--- src/rtl/evo_circuit_tester.sv ---
// Exhaustive test sequencer for one evolved 4-input combinational circuit.
// Drives each input vector, waits for settling, samples repeatedly, and grades against a truth table.
module evo_circuit_tester #(
    parameter int NUM_INPUTS    = 4,
    parameter int SETTLE_CYCLES = 8,
    parameter int NUM_SAMPLES   = 4
) (
    input  logic                         clk_i,
    input  logic                         rst_n_i,
    input  logic                         start_i,
    input  logic [(1<<NUM_INPUTS)-1:0]   expected_i,
    output logic [NUM_INPUTS-1:0]        dut_in_o,
    input  logic                         dut_out_i,
    output logic                         busy_o,
    output logic                         done_o,
    output logic [(1<<NUM_INPUTS)-1:0]   mismatch_o,
    output logic [(1<<NUM_INPUTS)-1:0]   unstable_o,
    output logic [NUM_INPUTS:0]          score_o,
    output logic                         pass_o
);

    localparam int NV   = 1 << NUM_INPUTS;
    localparam int VW   = NUM_INPUTS;
    localparam int SW   = NUM_INPUTS + 1;
    localparam int CMAX = (SETTLE_CYCLES > NUM_SAMPLES) ? SETTLE_CYCLES : NUM_SAMPLES;
    localparam int CW   = $clog2(CMAX + 1);

    localparam logic [VW-1:0] LAST_VEC   = '1;
    localparam logic [SW-1:0] FULL_SCORE = SW'(NV);

    typedef enum logic [2:0] {IDLE, APPLY, SETTLE, SAMPLE, EVAL} state_t;

    state_t          state_q, state_d;
    logic [NV-1:0]   expected_q, expected_d;
    logic [NV-1:0]   mismatch_q, mismatch_d;
    logic [NV-1:0]   unstable_q, unstable_d;
    logic [SW-1:0]   score_q, score_d;
    logic            pass_q, pass_d;
    logic            done_q, done_d;
    logic [VW-1:0]   vec_q, vec_d;
    logic [VW-1:0]   dut_in_q, dut_in_d;
    logic [CW-1:0]   cnt_q, cnt_d;
    logic            ref_q, ref_d;
    logic            stable_q, stable_d;
    logic            sync1_q, sync2_q;
    logic            evalFail;

    assign evalFail = !stable_q || (ref_q != expected_q[vec_q]);

    always_ff @(posedge clk_i) begin
        if (!rst_n_i) begin
            state_q    <= IDLE;
            expected_q <= '0;
            mismatch_q <= '0;
            unstable_q <= '0;
            score_q    <= '0;
            pass_q     <= 1'b0;
            done_q     <= 1'b0;
            vec_q      <= '0;
            dut_in_q   <= '0;
            cnt_q      <= '0;
            ref_q      <= 1'b0;
            stable_q   <= 1'b0;
            sync1_q    <= 1'b0;
            sync2_q    <= 1'b0;
        end else begin
            state_q    <= state_d;
            expected_q <= expected_d;
            mismatch_q <= mismatch_d;
            unstable_q <= unstable_d;
            score_q    <= score_d;
            pass_q     <= pass_d;
            done_q     <= done_d;
            vec_q      <= vec_d;
            dut_in_q   <= dut_in_d;
            cnt_q      <= cnt_d;
            ref_q      <= ref_d;
            stable_q   <= stable_d;
            sync1_q    <= dut_out_i;
            sync2_q    <= sync1_q;
        end
    end

    always_comb begin
        state_d = state_q;
        case (state_q)
            IDLE:    if (start_i) state_d = APPLY;
            APPLY:   state_d = SETTLE;
            SETTLE:  if (cnt_q == '0) state_d = SAMPLE;
            SAMPLE:  if (cnt_q == '0) state_d = EVAL;
            EVAL:    state_d = (vec_q == LAST_VEC) ? IDLE : APPLY;
            default: state_d = IDLE;
        endcase
    end

    always_comb begin
        expected_d = expected_q;
        mismatch_d = mismatch_q;
        unstable_d = unstable_q;
        score_d    = score_q;
        pass_d     = pass_q;
        done_d     = 1'b0;
        vec_d      = vec_q;
        dut_in_d   = dut_in_q;
        cnt_d      = cnt_q;
        ref_d      = ref_q;
        stable_d   = stable_q;
        case (state_q)
            IDLE: begin
                if (start_i) begin
                    expected_d = expected_i;
                    mismatch_d = '0;
                    unstable_d = '0;
                    score_d    = '0;
                    pass_d     = 1'b0;
                    vec_d      = '0;
                end
            end
            APPLY: begin
                dut_in_d = vec_q;
                cnt_d    = CW'(SETTLE_CYCLES - 1);
            end
            SETTLE: begin
                cnt_d = (cnt_q == '0) ? CW'(NUM_SAMPLES - 1) : cnt_q - CW'(1);
            end
            SAMPLE: begin
                // The first sample becomes the reference; later ones only detect disagreement.
                if (cnt_q == CW'(NUM_SAMPLES - 1)) begin
                    ref_d    = sync2_q;
                    stable_d = 1'b1;
                end else if (sync2_q != ref_q) begin
                    stable_d = 1'b0;
                end
                if (cnt_q != '0) cnt_d = cnt_q - CW'(1);
            end
            EVAL: begin
                if (evalFail) begin
                    mismatch_d[vec_q] = 1'b1;
                    unstable_d[vec_q] = !stable_q;
                end else begin
                    score_d = score_q + SW'(1);
                end
                if (vec_q == LAST_VEC) begin
                    done_d = 1'b1;
                    pass_d = (score_d == FULL_SCORE);
                end else begin
                    vec_d = vec_q + VW'(1);
                end
            end
            default: ;
        endcase
    end

    always_comb begin
        busy_o = (state_q != IDLE);
    end

    assign dut_in_o   = dut_in_q;
    assign done_o     = done_q;
    assign mismatch_o = mismatch_q;
    assign unstable_o = unstable_q;
    assign score_o    = score_q;
    assign pass_o     = pass_q;

endmodule

--- config.mk ---
export PLATFORM = sky130hd
export DESIGN_NAME = evo_circuit_tester
export DESIGN_NICKNAME = d
export VERILOG_FILES = /design/src/rtl/evo_circuit_tester.sv
export SDC_FILE = /design/constraint.sdc
export NUM_CORES = 1
export LEC_CHECK = 0
export ABC_AREA = 0
export CORE_MARGIN = 4
export CORE_UTILIZATION = 35
export CTS_BUF_LIST = sky130_fd_sc_hd__clkbuf_4
export CTS_CLUSTER_SIZE = 10
export DETAILED_ROUTE_END_ITERATION = 7
export GPL_TIMING_DRIVEN = 0
export HOLD_SLACK_MARGIN = 0.05
export PLACE_DENSITY_LB_ADDON = 0.12
export SYNTH_ARGS = -nofsm -noshare
export SYNTH_HDL_FRONTEND = slang
export SYNTH_SLANG_ARGS = --single-unit
--- constraint.sdc ---
create_clock -name clk_i -period 3.4 [get_ports clk_i]
set_input_delay 0.68 -clock clk_i [delete_from_list [all_inputs] [get_ports clk_i]]
set_output_delay 0.68 -clock clk_i [all_outputs]
set_load 0.02 [all_outputs]
==> metrics <==
Die X=107.0 um; clk_skew=0.01348 ns; syn_area_per_cell=8.981 um2; Data arrival, critical path=3.06 ns; Final period util=0.8073; Slew @ Worst Pin=0.9216 ns; vias in the first global route=2837; Congestion Overflow GR=0; post-route insts no fill=590; post_cts resized=0; maximum vdd drop=0.2105 mV; Die ar.=0.01145 mm2; placed cell count=574; final-report hold violation count=0; Slew Limit Headroom=0.3809; pin count of the biggest net entering global routing=14; fmax=364.3 MHz; H-Tree Level Count=3; Top Ports=64; Setup violations, final=0; Area growth, synth to finish=26.37%; maxcap violations=0; Setup crit start=vec_q[1]; CP endpoint kind=flip-flop; Mapped Cells=382; final antenna-violating net count=0; Worst Setup Path Type=flip-flop to flip-flop; Pwr per Cell Area=391.6 mW/mm2; via count=2882; PortBufs=63; DIE HEIGHT=107.0 um; Post-Syn Nets=410; routed vias/inst=4.885; synthesis warning total=0; gr usage total=0.1508; Synth Register Bits=74; final wirelength=8.248 mm; mapped cell area=0.003431 mm2; Tmin final=2.745 ns; reg2reg start=vec_q[1]; Worst Hold Class=flip-flop to flip-flop; Initial Util=0.3661; initial antenna violation count=0; clock latency on the worst-skew pair=0.41 ns; CTS buffer count=9; static leakage=1.532 nW; first-pass GRT wire length=13.78 mm; Inserted Diodes=0; drt pass-1 iters=4; post-CTS setup buffers=0; Num Clock Sinks=74; sequential fraction of the synthesis area=0.4318; unrepaired setup endpoints after global routing=no; clock root buffer=clkbuf_4; row count=35; CTS tree=built; GPL Wtd Cong=0.7910; Post-layout nets=484; Final TNS setup=0 ns; Starting DRT DRC Count=121; CORE AREA=0.009371 mm2; Max Slew Vio Count=0; post-synth cell types=44; share of cells above drive strength 1=0.1020; clock buffer depth=2; DP HPWL=6.283 mm; Worst-path clk slew=0.12 ns; kind of start point of the critical path=flip-flop; status=complete, no violations; worst-path maximum fanout=10; min-delay src=sync1_q; DRC violations left=0; CP Data Required Time=3.71 ns; hold-fix buffers at CTS=0; WL/cell=13.98 um
## per-layer routing
layer  share of wire  up-vias  global-route usage
li1                -     1450                   -
met1            0.48     1382              0.1943
met2            0.47       41              0.2522
met3           0.036        9             0.02890
met4           0.011        0             0.05205
met5               0        -                   0
## critical path, cell delays in order, from the launching register on
cell and delay [ns]:
dfxtp_1 0.47, buf_6 0.19, mux2_1 0.36, mux4_2 0.57, mux2_4 0.37, a31oi_4 0.27
buf_12 0.21, nor2_4 0.06, o21a_1 0.15
## final timing paths
| kind | slack, ns | cells past startpoint | endpoint |
|---|---|---|---|
| setup reg to reg | 0.66 | 8 | mismatch_o[5] |
| hold reg to reg | 0.45 | 1 | sync2_q |
| setup / recovery | 0.66 | 8 | mismatch_o[5] |
| hold / removal | 0.45 | 1 | sync2_q |
## stage by stage
stage	setup slack (ns)	util	hold slack (ns)	total power, mW	area (um2)
detailed placement	0.6670	0.4506	0.4212	1.257	4223
finish	0.6550	0.4626	0.4473	1.698	4335
CTS	0.6607	0.4626	0.4491	1.722	4335
global placement	0.6885	0.4506	0.4182	1.254	4223
floorplan	0.9142	-	0.4119	1.161	3431
global route	0.5542	0.4626	0.4772	1.806	4335
## cells by family (layout without fill, tap and decap cells)
| logic type | Yosys count | after routing | share of synthesized area |
|---|---|---|---|
| compound gates | 74 | 74 | 0.1364 |
| xor+xnor | 5 | 5 | 0.01276 |
| fa+ha+maj | 8 | 8 | 0.02918 |
| buf+inv | 33 | 112 | 0.05178 |
| flops | 74 | 74 | 0.4318 |
| mux | 37 | 37 | 0.1218 |
| simple gates | 151 | 151 | 0.2163 |
## final cells by class
cell class / instances / area, um2
sequential: 74 / 1481
clock buffer: 9 / 67.56
timing repair buffer: 63 / 630.6
multi-input combinational: 275 / 1772
clock inverter: 7 / 45.04
inverter: 11 / 41.29
buffer: 22 / 136.4
fill: 966 / 5036
tap: 129 / 161.4
## where the power goes
part / switching, mW / internal [mW]
sequential: 0.0215 / 0.902
clock: 0.315 / 0.147
combinational: 0.187 / 0.125
## cells in the mapped netlist (all sizes together)
library cell | n | share of area
inv | 11 | 0.012
a211oi | 3 | 0.0066
xnor2 | 1 | 0.0026
a22oi | 1 | 0.0022
ha | 8 | 0.029
nor2b | 3 | 0.0055
mux2i | 23 | 0.067
mux4 | 2 | 0.013
o21a | 16 | 0.035
a41oi | 1 | 0.0026
clkbuf | 18 | 0.020
o31ai | 3 | 0.0066
a311oi | 3 | 0.0077
nand3b | 1 | 0.0022
a31oi | 1 | 0.0062
or3 | 2 | 0.0036
a21oi | 33 | 0.048
nand3 | 8 | 0.012
nor2 | 34 | 0.059
mux2 | 12 | 0.042
nor4 | 1 | 0.0018
o21ai | 10 | 0.015
nand2b | 3 | 0.0055
buf | 3 | 0.011
or2b | 1 | 0.0026
dfxtp | 74 | 0.43
nor4b | 1 | 0.0026
nand4 | 1 | 0.0018
and2 | 10 | 0.020
xor2 | 4 | 0.010
and3 | 6 | 0.011
o211ai | 2 | 0.0044
nand2 | 76 | 0.083
nor3 | 4 | 0.0058
bufbuf | 1 | 0.0095
a211o | 1 | 0.0026
## placed cells by master, fill, tap and decap left out, types with 3 or more instances in the layout
cell type / synthesis / layout
ha_1: 8 / 8
nand3_1: 8 / 8
mux2_2: 7 / 7
nor2_4: 10 / 10
mux2i_1: 23 / 23
and2_2: 4 / 4
and2_1: 5 / 5
a211oi_1: 3 / 3
clkinvlp_4: 0 / 3
nor3_1: 4 / 4
o21ai_0: 10 / 10
and3_1: 5 / 5
nand2_1: 76 / 76
o21a_1: 16 / 16
o31ai_1: 3 / 3
a311oi_1: 3 / 3
nand2b_1: 3 / 3
nor2_1: 24 / 24
mux2_1: 3 / 3
clkbuf_4: 0 / 9
nor2b_1: 3 / 3
inv_1: 11 / 11
dfxtp_1: 74 / 74
a21oi_1: 33 / 33
clkbuf_1: 18 / 18
clkdlybuf4s50_1: 0 / 63
xor2_1: 4 / 4
## flip-flops by register name, summed over array words and instances (netlist names)
signal and cells:
state_q 3, sync2_q 1, vec_q 4, done_o 1, ref_q 1, sync1_q 1
cnt_q 4, stable_q 1, expected_q 16, pass_o 1, mismatch_o 16, dut_in_o 4
score_o 5, unstable_o 16
Note: power is estimated with default switching activity, not from simulation.
